## src/rtl/game_pkg.sv

```systemverilog
// Shared types and helpers for the game round controller.
package game_pkg;

  typedef enum logic [2:0] {
    IDLE       = 3'd0,
    INTRO      = 3'd1,
    PLAY       = 3'd2,
    PAUSE      = 3'd3,
    ROUND_DONE = 3'd4,
    WIN        = 3'd5,
    LOSE       = 3'd6
  } game_state_t;

  // Unsigned add clamped to max_val; widths up to 32 bits.
  function automatic logic [31:0] sat_add(input logic [31:0] a,
                                          input logic [31:0] b,
                                          input logic [31:0] max_val);
    logic [32:0] sum;
    sum = {1'b0, a} + {1'b0, b};
    return (sum > {1'b0, max_val}) ? max_val : sum[31:0];
  endfunction

endpackage

```

## src/rtl/game_round_ctrl_if.sv

```systemverilog
// Event inputs and status outputs between game logic and the round controller.
interface game_round_ctrl_if #(
  parameter int unsigned ROUND_W = 4,
  parameter int unsigned TIMER_W = 12,
  parameter int unsigned SCORE_W = 16
);
  import game_pkg::*;

  logic               start;
  logic               frame_tick;
  logic               pause_req;
  logic               round_clear;
  logic               player_dead;
  game_state_t        state_o;
  logic [ROUND_W-1:0] round_o;
  logic [TIMER_W-1:0] time_left;
  logic [SCORE_W-1:0] score;
  logic               show_banner;
  logic               play_active;
  logic               round_start;
  logic               game_over;
  logic               game_won;

  modport master (
    output start, frame_tick, pause_req, round_clear, player_dead,
    input  state_o, round_o, time_left, score, show_banner, play_active,
           round_start, game_over, game_won
  );

  modport slave (
    input  start, frame_tick, pause_req, round_clear, player_dead,
    output state_o, round_o, time_left, score, show_banner, play_active,
           round_start, game_over, game_won
  );

endinterface

```

## src/rtl/frame_countdown.sv

```systemverilog
// Loadable frame down-counter that stops at zero; flags the last count.
module frame_countdown #(
  parameter int unsigned W = 12
) (
  input  logic         CLK,
  input  logic         RESET,
  input  logic         i_load,
  input  logic [W-1:0] i_load_val,
  input  logic         i_en,
  output logic [W-1:0] o_count,
  output logic         o_last_c
);

  logic [W-1:0] r_count;

  always_ff @(posedge CLK) begin
    if (RESET) begin
      r_count <= '0;
    end else if (i_load) begin
      r_count <= i_load_val;
    end else if (i_en && (r_count != '0)) begin
      r_count <= r_count - W'(1);
    end
  end

  assign o_count  = r_count;
  assign o_last_c = (r_count == W'(1));

endmodule

```

## src/rtl/game_round_ctrl.sv

```systemverilog
// N-round game sequencer: intro banner, timed play with pause, scoring, win/lose.
module game_round_ctrl
  import game_pkg::*;
#(
  parameter int unsigned NUM_ROUNDS   = 3,
  parameter int unsigned ROUND_W      = 4,
  parameter int unsigned TIMER_W      = 12,
  parameter int unsigned ROUND_FRAMES = 1800,
  parameter int unsigned INTRO_FRAMES = 120,
  parameter int unsigned SCORE_W      = 16,
  parameter int unsigned ROUND_BONUS  = 100
) (
  input  logic              CLK,
  input  logic              RESET,
  game_round_ctrl_if.slave  bus
);

  localparam int unsigned INTRO_W = (INTRO_FRAMES < 2) ? 1 : $clog2(INTRO_FRAMES + 1);
  localparam logic [SCORE_W-1:0] SCORE_MAX = '1;

  game_state_t        r_state;
  game_state_t        w_next_state;
  logic [ROUND_W-1:0] r_round;
  logic [SCORE_W-1:0] r_score;
  logic               r_show_banner;
  logic               r_play_active;
  logic               r_round_start;
  logic               r_game_over;
  logic               r_game_won;

  logic               w_new_game;
  logic               w_round_inc;
  logic               w_intro_en;
  logic               w_intro_last;
  logic               w_timer_load;
  logic               w_timer_en;
  logic               w_timer_last;
  logic               w_score_add;
  logic               w_round_start;
  logic [TIMER_W-1:0] w_time_left;
  logic [INTRO_W-1:0] w_intro_count;

  frame_countdown #(.W(INTRO_W)) u_intro_cnt (
    .CLK        (CLK),
    .RESET      (RESET),
    .i_load     (w_new_game | w_round_inc),
    .i_load_val (INTRO_W'(INTRO_FRAMES)),
    .i_en       (w_intro_en),
    .o_count    (w_intro_count),
    .o_last_c   (w_intro_last)
  );

  frame_countdown #(.W(TIMER_W)) u_round_timer (
    .CLK        (CLK),
    .RESET      (RESET),
    .i_load     (w_timer_load),
    .i_load_val (TIMER_W'(ROUND_FRAMES)),
    .i_en       (w_timer_en),
    .o_count    (w_time_left),
    .o_last_c   (w_timer_last)
  );

  always_ff @(posedge CLK) begin
    if (RESET) r_state <= IDLE;
    else       r_state <= w_next_state;
  end

  // Next state and datapath strobes; PLAY events resolved in priority order.
  always_comb begin
    w_next_state  = r_state;
    w_new_game    = 1'b0;
    w_round_inc   = 1'b0;
    w_intro_en    = 1'b0;
    w_timer_load  = 1'b0;
    w_timer_en    = 1'b0;
    w_score_add   = 1'b0;
    w_round_start = 1'b0;
    unique case (r_state)
      IDLE, WIN, LOSE: begin
        if (bus.start) begin
          w_next_state = INTRO;
          w_new_game   = 1'b1;
        end
      end
      INTRO: begin
        w_intro_en = bus.frame_tick;
        if (bus.frame_tick && w_intro_last) begin
          w_next_state  = PLAY;
          w_timer_load  = 1'b1;
          w_round_start = 1'b1;
        end
      end
      PLAY: begin
        if (bus.player_dead) begin
          w_next_state = LOSE;
        end else if (bus.round_clear) begin
          w_score_add  = 1'b1;
          w_next_state = (r_round == ROUND_W'(NUM_ROUNDS)) ? WIN : ROUND_DONE;
        end else if (bus.frame_tick && w_timer_last) begin
          w_timer_en   = 1'b1;
          w_next_state = LOSE;
        end else if (bus.pause_req) begin
          w_next_state = PAUSE;
        end else if (bus.frame_tick) begin
          w_timer_en = 1'b1;
        end
      end
      PAUSE: begin
        if (bus.pause_req) w_next_state = PLAY;
      end
      ROUND_DONE: begin
        w_round_inc  = 1'b1;
        w_next_state = INTRO;
      end
      default: w_next_state = IDLE;
    endcase
  end

  // Round index, score and status flags, all registered.
  always_ff @(posedge CLK) begin
    if (RESET) begin
      r_round       <= '0;
      r_score       <= '0;
      r_show_banner <= 1'b0;
      r_play_active <= 1'b0;
      r_round_start <= 1'b0;
      r_game_over   <= 1'b0;
      r_game_won    <= 1'b0;
    end else begin
      if (w_new_game)       r_round <= ROUND_W'(1);
      else if (w_round_inc) r_round <= r_round + ROUND_W'(1);

      if (w_new_game) begin
        r_score <= '0;
      end else if (w_score_add) begin
        r_score <= SCORE_W'(sat_add(32'(r_score),
                                    32'(w_time_left) + 32'(ROUND_BONUS),
                                    32'(SCORE_MAX)));
      end

      r_show_banner <= (w_next_state == INTRO);
      r_play_active <= (w_next_state == PLAY);
      r_round_start <= w_round_start;
      r_game_over   <= (w_next_state == WIN) || (w_next_state == LOSE);
      r_game_won    <= (w_next_state == WIN);
    end
  end

  assign bus.state_o     = r_state;
  assign bus.round_o     = r_round;
  assign bus.time_left   = w_time_left;
  assign bus.score       = r_score;
  assign bus.show_banner = r_show_banner;
  assign bus.play_active = r_play_active;
  assign bus.round_start = r_round_start;
  assign bus.game_over   = r_game_over;
  assign bus.game_won    = r_game_won;

endmodule

```

## src/flat_wrapper.sv

```systemverilog
// flat-port wrapper written by rule: the top's interface ports become plain ports
module game_round_ctrl_flat import game_pkg::*;
#(
  parameter int unsigned NUM_ROUNDS   = 3,
  parameter int unsigned ROUND_W      = 4,
  parameter int unsigned TIMER_W      = 12,
  parameter int unsigned ROUND_FRAMES = 1800,
  parameter int unsigned INTRO_FRAMES = 120,
  parameter int unsigned SCORE_W      = 16,
  parameter int unsigned ROUND_BONUS  = 100
)
  (CLK, RESET, bus_start, bus_frame_tick, bus_pause_req, bus_round_clear, bus_player_dead, bus_state_o, bus_round_o, bus_time_left, bus_score, bus_show_banner, bus_play_active, bus_round_start, bus_game_over, bus_game_won);
  game_round_ctrl_if #(.ROUND_W(ROUND_W), .TIMER_W(TIMER_W), .SCORE_W(SCORE_W)) bus_i ();
  input  logic CLK;
  input  logic RESET;
  input wire logic [$bits(bus_i.start)-1:0] bus_start;
  input wire logic [$bits(bus_i.frame_tick)-1:0] bus_frame_tick;
  input wire logic [$bits(bus_i.pause_req)-1:0] bus_pause_req;
  input wire logic [$bits(bus_i.round_clear)-1:0] bus_round_clear;
  input wire logic [$bits(bus_i.player_dead)-1:0] bus_player_dead;
  output wire logic [$bits(bus_i.state_o)-1:0] bus_state_o;
  output wire logic [$bits(bus_i.round_o)-1:0] bus_round_o;
  output wire logic [$bits(bus_i.time_left)-1:0] bus_time_left;
  output wire logic [$bits(bus_i.score)-1:0] bus_score;
  output wire logic [$bits(bus_i.show_banner)-1:0] bus_show_banner;
  output wire logic [$bits(bus_i.play_active)-1:0] bus_play_active;
  output wire logic [$bits(bus_i.round_start)-1:0] bus_round_start;
  output wire logic [$bits(bus_i.game_over)-1:0] bus_game_over;
  output wire logic [$bits(bus_i.game_won)-1:0] bus_game_won;
  assign bus_i.start = bus_start;
  assign bus_i.frame_tick = bus_frame_tick;
  assign bus_i.pause_req = bus_pause_req;
  assign bus_i.round_clear = bus_round_clear;
  assign bus_i.player_dead = bus_player_dead;
  assign bus_state_o = bus_i.state_o;
  assign bus_round_o = bus_i.round_o;
  assign bus_time_left = bus_i.time_left;
  assign bus_score = bus_i.score;
  assign bus_show_banner = bus_i.show_banner;
  assign bus_play_active = bus_i.play_active;
  assign bus_round_start = bus_i.round_start;
  assign bus_game_over = bus_i.game_over;
  assign bus_game_won = bus_i.game_won;
  game_round_ctrl #(.NUM_ROUNDS(NUM_ROUNDS), .ROUND_W(ROUND_W), .TIMER_W(TIMER_W), .ROUND_FRAMES(ROUND_FRAMES), .INTRO_FRAMES(INTRO_FRAMES), .SCORE_W(SCORE_W), .ROUND_BONUS(ROUND_BONUS)) u_core (.CLK(CLK), .RESET(RESET), .bus(bus_i));
endmodule
```

## config.mk

```make
export PLATFORM = sky130hd
export DESIGN_NAME = game_round_ctrl_flat
export DESIGN_NICKNAME = d
export VERILOG_FILES = /design/src/rtl/game_pkg.sv /design/src/rtl/game_round_ctrl_if.sv /design/src/rtl/frame_countdown.sv /design/src/rtl/game_round_ctrl.sv /design/src/flat_wrapper.sv
export SDC_FILE = /design/constraint.sdc
export NUM_CORES = 1
export LEC_CHECK = 0
export ABC_AREA = 1
export ABC_CLOCK_PERIOD_IN_PS = 2700
export CAP_MARGIN = 20
export CORE_MARGIN = 4
export CORE_UTILIZATION = 55
export CTS_CLUSTER_DIAMETER = 80
export DETAILED_ROUTE_END_ITERATION = 8
export MAX_ROUTING_LAYER = met4
export PLACE_DENSITY = 0.81
export SLEW_MARGIN = 20
export SYNTH_ARGS = -nofsm -noshare
export SYNTH_HDL_FRONTEND = slang
export SYNTH_SLANG_ARGS = --single-unit
```

## constraint.sdc

```tcl
create_clock -name CLK -period 2.7 [get_ports CLK]
set_clock_uncertainty 0.2 [all_clocks]
set_input_delay 0.675 -clock CLK [delete_from_list [all_inputs] [get_ports CLK]]
set_output_delay 0.675 -clock CLK [all_outputs]
set_load 0.02 [all_outputs]
```

After elaboration in Yosys (flattened, before gate mapping)
Index checks and enable logic that the tools add are counted.
{"block": "word_totals", "output_inout_bits": 40, "word_cells": 79, "regBits": 47, "input_bits": 7}
{"block": "op_classes", "eq_ne": 13, "n_lt_le_gt_ge": 1, "muxes": 31, "reduce_logical": 15, "bitwise": 1, "addsub": 5}
{"op": "> comparator 33 x 16 -> 1 bit (second input constant)", "count": 1}
{"op": "2-to-1 mux 11 bit", "count": 2}
{"op": "2-to-1 mux 3 bit", "count": 7}
{"op": "2-to-1 mux 1 bit", "count": 18}
{"op": "adder 16 x 13 -> 17 bit", "count": 1}
{"op": "2-to-1 mux 16 bit", "count": 1}
{"op": "== test 3 bit (second input constant)", "count": 5}
{"op": "case mux 3 bit (5 select lines)", "count": 1}
{"op": "2-to-1 mux 7 bit", "count": 2}
{"op": "adder 12 x 7 -> 13 bit (second input constant)", "count": 1}
{"op": "== test 12 x 1 -> 1 bit (second input constant)", "count": 1}
{"op": "nonzero test 12 bit", "count": 1}
{"op": "subtractor 12 x 1 -> 12 bit (second input constant)", "count": 1}
{"op": "== test 3 x 2 -> 1 bit (second input constant)", "count": 3}
{"op": "== test 7 x 1 -> 1 bit (second input constant)", "count": 1}
{"op": "nonzero test 7 bit", "count": 1}
{"op": "subtractor 7 x 1 -> 7 bit (second input constant)", "count": 1}
{"op": "== test 3 x 1 -> 1 bit (second input constant)", "count": 2}
{"op": "nonzero test 2 bit", "count": 3}
{"op": "OR reduction 2 bit", "count": 3}
{"op": "adder 4 x 1 -> 4 bit (second input constant)", "count": 1}
{"op": "== test 4 x 2 -> 1 bit (second input constant)", "count": 1}
{"op": "logical AND 1 bit", "count": 4}
{"op": "zero test 3 bit", "count": 1}
{"op": "other kinds (3)", "count": 3}

Depth between registers and ports, before layout
{"block": "logic_depth", "ltp_word": 9, "mapped_depth": 15, "depth_no_buf": 15}

By module
A second synthesis with hierarchy kept.
{"block": "hier_totals", "hier_cells": 588, "hier_area_um2": 3747.3}
{"module": "game_round_ctrl", "seq_area_each_um2": 560.5, "n_inst": 1, "area_each_um2": 2285.9, "cells_each": 347}
{"module": "frame_countdown (u_core.u_round_timer)", "seq_area_each_um2": 240.2, "n_inst": 1, "area_each_um2": 943.4, "cells_each": 165}
{"module": "frame_countdown (u_core.u_intro_cnt)", "seq_area_each_um2": 140.1, "n_inst": 1, "area_each_um2": 518.0, "cells_each": 76}

Worst setup path after synthesis
No wires, ideal clock.
{"block": "synth_timing", "kind": "register -> register", "start": "register u_core.u_round_timer.r_count[1] (netlist: u_core.u_round_timer.o_count[1])", "end": "register u_core.r_score[11] (netlist: u_core.bus.score[11])", "slack_ns": 0.288, "stages_incl_launch_ff": 13, "path_buffers": 0, "arrival_ns": 2.103, "t_required_ns": 2.391, "setup_ns": 0.109, "synth_period_minus_slack_ns": 2.412, "path_cell_list": "dfxtp_1 ha_1 ha_1 fa_1 nand2_1 nand3_1 nand3b_1 nand2_1 a21oi_1 xor2_1 nand3_1 nand2_1 inv_1"}
{"block": "synth_via", "elab_chain_len": 4}
{"element": "start: declaration", "line": "frame_countdown.sv:14", "source": "logic [W-1:0] r_count;"}
{"element": "start signal: assignment", "line": "frame_countdown.sv:20", "source": "r_count <= i_load_val;"}
{"element": "start signal: assignment", "line": "frame_countdown.sv:22", "source": "r_count <= r_count - W'(1);"}
{"element": "adder 12 x 7 -> 13 bit *", "line": "game_round_ctrl.sv:137", "source": "32'(w_time_left) + 32'(ROUND_BONUS),"}
{"element": "adder 16 x 13 -> 17 bit *", "line": "game_pkg.sv:19", "source": "sum = {1'b0, a} + {1'b0, b};"}
{"element": "> comparator 33 x 16 -> 1 bit", "line": "game_pkg.sv:20", "source": "return (sum > {1'b0, max_val}) ? max_val : sum[31:0];"}
{"element": "2-to-1 mux 16 bit *", "line": "game_pkg.sv:20"}
{"element": "end signal: assignment", "line": "game_round_ctrl.sv:136", "source": "r_score <= SCORE_W'(sat_add(32'(r_score),"}
{"element": "end: declaration", "line": "game_round_ctrl.sv:24", "source": "logic [SCORE_W-1:0] r_score;"}
Mark *: on every way between the ends. The rest lies on a longest branch, timed or not.
A chain may end at the register's enable or synchronous reset.

Worst setup path after layout
{"block": "layout_timing", "start": "register u_core.r_score[11] (netlist: u_core.bus.score[11])", "end": "register u_core.r_score[14] (netlist: u_core.bus.score[14])"}
{"block": "layout_via", "elab_chain_len": 3}
{"element": "adder 16 x 13 -> 17 bit *", "line": "game_pkg.sv:19"}
{"element": "> comparator 33 x 16 -> 1 bit", "line": "game_pkg.sv:20"}
{"element": "2-to-1 mux 16 bit *", "line": "game_pkg.sv:20"}
Marks and branches as above.

==> results.py <==
metrics = {
    "run_status": {
        "status": "completed",
    },
    "floorplan": {
        "fp.coreArea_um2": 5610,
        "dieWidth_um": 84.6,
        "core.rowCount": 27,
        "boundaryPins": 47,
        "initial_core_util_pct": 57.5,
        "die_h_um": 84.6,
        "die_area_um2": 7160,
    },
    "route": {
        "viasPerCell": 5.42,
        "vias": 3306,
        "drtIter0Drc": 353,
        "first_pass_iters": 5,
        "routedWlPerCell_um": 13.4,
        "ant_nets": 0,
        "drc_errors": 0,
        "routed_wl_um": 8200,
    },
    "layout": {
        "final_area_um2": 3950,
        "nNetsFinal": 576,
        "final_cell_mix": "99 x nand2_1, 71 x inv_1, 59 x nor2_1, 47 x dfxtp_1, 46 x clkdlybuf4s50_1",
        "synthToLayoutAreaGrowth_pct": 22.5,
        "drive_gt1_share_pct": 8.92,
        "final_common_cell": "nand2_1",
        "antenna-diode-count": 0,
    },
    "global_routing": {
        "grt_pass1_wl_um": 14000,
        "grtUsageTotal_pct": 24.3,
        "antenna_found_initial": 0,
        "overflow": 0,
        "grt_pass1_vias": 3065,
        "grt_max_degree": 26,
    },
    "sta": {
        "setup_viol": 0,
        "finalSetupTns_ns": 0,
        "hold_viol": 0,
        "slew_headroom_pct": 64.1,
        "min_period_ns": 2.51,
        "period_share_pct": 92.8,
        "setup_ws_ns": 0.193,
        "fmax_ghz": 0.399,
        "report.final.slew_viol_count": 0,
        "whs_ns": 0.286,
        "rsz0062_at_grt": "no",
        "worst_pin_slew_ns": 0.534,
    },
    "placement": {
        "numPortBuffers": 46,
        "dpl_cell_area_um2": 3840,
        "gp_congestion": 0.923,
        "place_ws_ns": 0.127,
        "hpwl_um": 6400,
    },
    "setup_path": {
        "cp_slowest_cell": "dfxtp_1",
        "crit_required_ns": 2.70,
        "path_cells": "ha_1, ha_1, a21oi_1, o22ai_1, a21oi_1, nand2_1, nand2_4, nand4_1, and2_1",
        "critPathLaunchType": "flop",
        "crit_buf_inv": 0,
        "crit_fanout": 16,
        "crit_family": "adder cells",
        "cp_slowest_stage_delay_ns": 0.40,
        "cp-end-kind": "flop",
        "critPathKind": "flop to flop",
        "cp.arrival_ns": 2.51,
    },
    "yosys": {
        "ys_types": 37,
        "ys_warn_count": 0,
        "yosys.area.top_type": "dfxtp_1",
        "syn_area_um2": 3230,
        "ys_top_cells_by_area": "dfxtp_1 29%, ha_1 12%, nand2_1 12%",
        "synth_nets": 515,
        "syn_inst": 477,
        "syn_area_per_cell_um2": 6.76,
        "synth_top_area_share_pct": 29.2,
        "seq_area_frac_synth_pct": 29.2,
        "ys_seq_elements": 47,
    },
    "clock_network": {
        "cts_tree": "done",
        "cts_inserted_buffers": 5,
        "cts-root-buf": "clkbuf_8",
        "postCtsHoldBufs": 0,
        "htree_levels": 2,
        "cts.sinks": 47,
        "cts.clk_slew.worst_paths_ns": 0.09,
        "clk_latency_ns": 0.30,
        "clock_path_buffers": 2,
    },
    "job": {
        "cap_violations": 0,
    },
    "pwr": {
        "p_per_area_nw_per_um2": 348,
        "p_leak_nw": 1.87,
        "peakVddDrop_mv": 0.286,
    },
    "hold_path": {
        "hold_path_class": "flop to flop",
    },
}
[worst paths after layout]
| kind | from | to | slack [ns] | cells after the start |
|---|---|---|---|---|
| hold reg to reg | u_core.u_intro_cnt.o_count[6]$_SDFFE_PP0P_ | u_core.u_intro_cnt.o_count[6]$_SDFFE_PP0P_ | 0.29 | 2 |
| hold / removal | u_core.u_intro_cnt.o_count[6]$_SDFFE_PP0P_ | u_core.u_intro_cnt.o_count[6]$_SDFFE_PP0P_ | 0.29 | 2 |
| setup reg to reg | u_core.bus.score[11]$_SDFFE_PP0P_ | u_core.bus.score[14]$_SDFFE_PP0P_ | 0.19 | 9 |
| setup / recovery | u_core.bus.score[11]$_SDFFE_PP0P_ | u_core.bus.score[14]$_SDFFE_PP0P_ | 0.19 | 9 |
[tightest hold or removal path, cell delays in order (launching register included)]
cell and delay, ns:
dfxtp_1 0.32, o21ai_1 0.07, a21oi_1 0.06
[kinds of logic after synthesis]
family	share of synthesized area (%)
buf+inv	10.0
compound gates	10.6
xor+xnor	4.61
flops	29.2
simple gates	33.3
fa+ha+maj	12.3
[final cells by class]
| cell class | count | area, um2 |
|---|---|---|
| multi-input combinational | 347 | 1970 |
| fill | 486 | 1660 |
| sequential | 47 | 941 |
| timing repair buffer | 59 | 558 |
| inverter | 78 | 293 |
| tap | 72 | 90.1 |
| clock buffer | 6 | 72.6 |
| clock inverter | 1 | 30.0 |
[metal layers]
metal	vias to the layer above	GRT usage, %	part of all wire, %
li1	1659	-	-
met1	1518	33.5	49
met4	0	5.04	1.1
met2	121	37.2	44
met5	-	-	0
met3	8	4.42	6.1
[flip-flops by register name, indices dropped and copies added (netlist names)]
signal,flops
u_core.bus.score,16
u_core.u_round_timer.o_count,12
u_core.u_intro_cnt.o_count,7
u_core.bus.round_o,4
u_core.bus.state_o,3
u_core.bus.game_over,1
u_core.bus.game_won,1
u_core.bus.play_active,1
u_core.bus.round_start,1
u_core.bus.show_banner,1
[report_power, final]
| group | switching (mW) | internal, mW | total (mW) |
|---|---|---|---|
| Clock | 0.237 | 0.272 | 0.509 |
| Combinational | 0.0887 | 0.0545 | 0.143 |
| Sequential | 0.0151 | 0.708 | 0.724 |
[through the flow]
stage | power, mW | cells | util (%)
floorplan | 0.833 | 477 | -
global placement | 0.876 | 603 | 68.6
detailed placement | 0.881 | 603 | 68.6
CTS | 1.38 | 610 | 70.4
global route | 1.43 | 610 | 70.5
finish | 1.38 | 610 | 70.5
[repair_timing]
item                                    in CTS  in global routing
gates resized for setup                      0                  1
endpoints found under the setup margin       0                 12
endpoints found under the hold margin        0                  0
buffers inserted                             0                  0
[cell usage after synthesis, drive strengths merged]
cell type,n
or2,2
nor3,8
clkbuf,1
nand2,106
dfxtp,47
a31oi,6
buf,4
fa,1
xnor2,8
ha,30
o21bai,1
nor3b,1
o211a,1
nand3b,1
nor2,68
xor2,9
and2,2
inv,77
clkinv,1
nand4,12
o21ai,13
o211ai,3
a21oi,38
o22ai,1
nor4,1
nand3,35
Note: power is estimated with default switching activity, not from simulation.
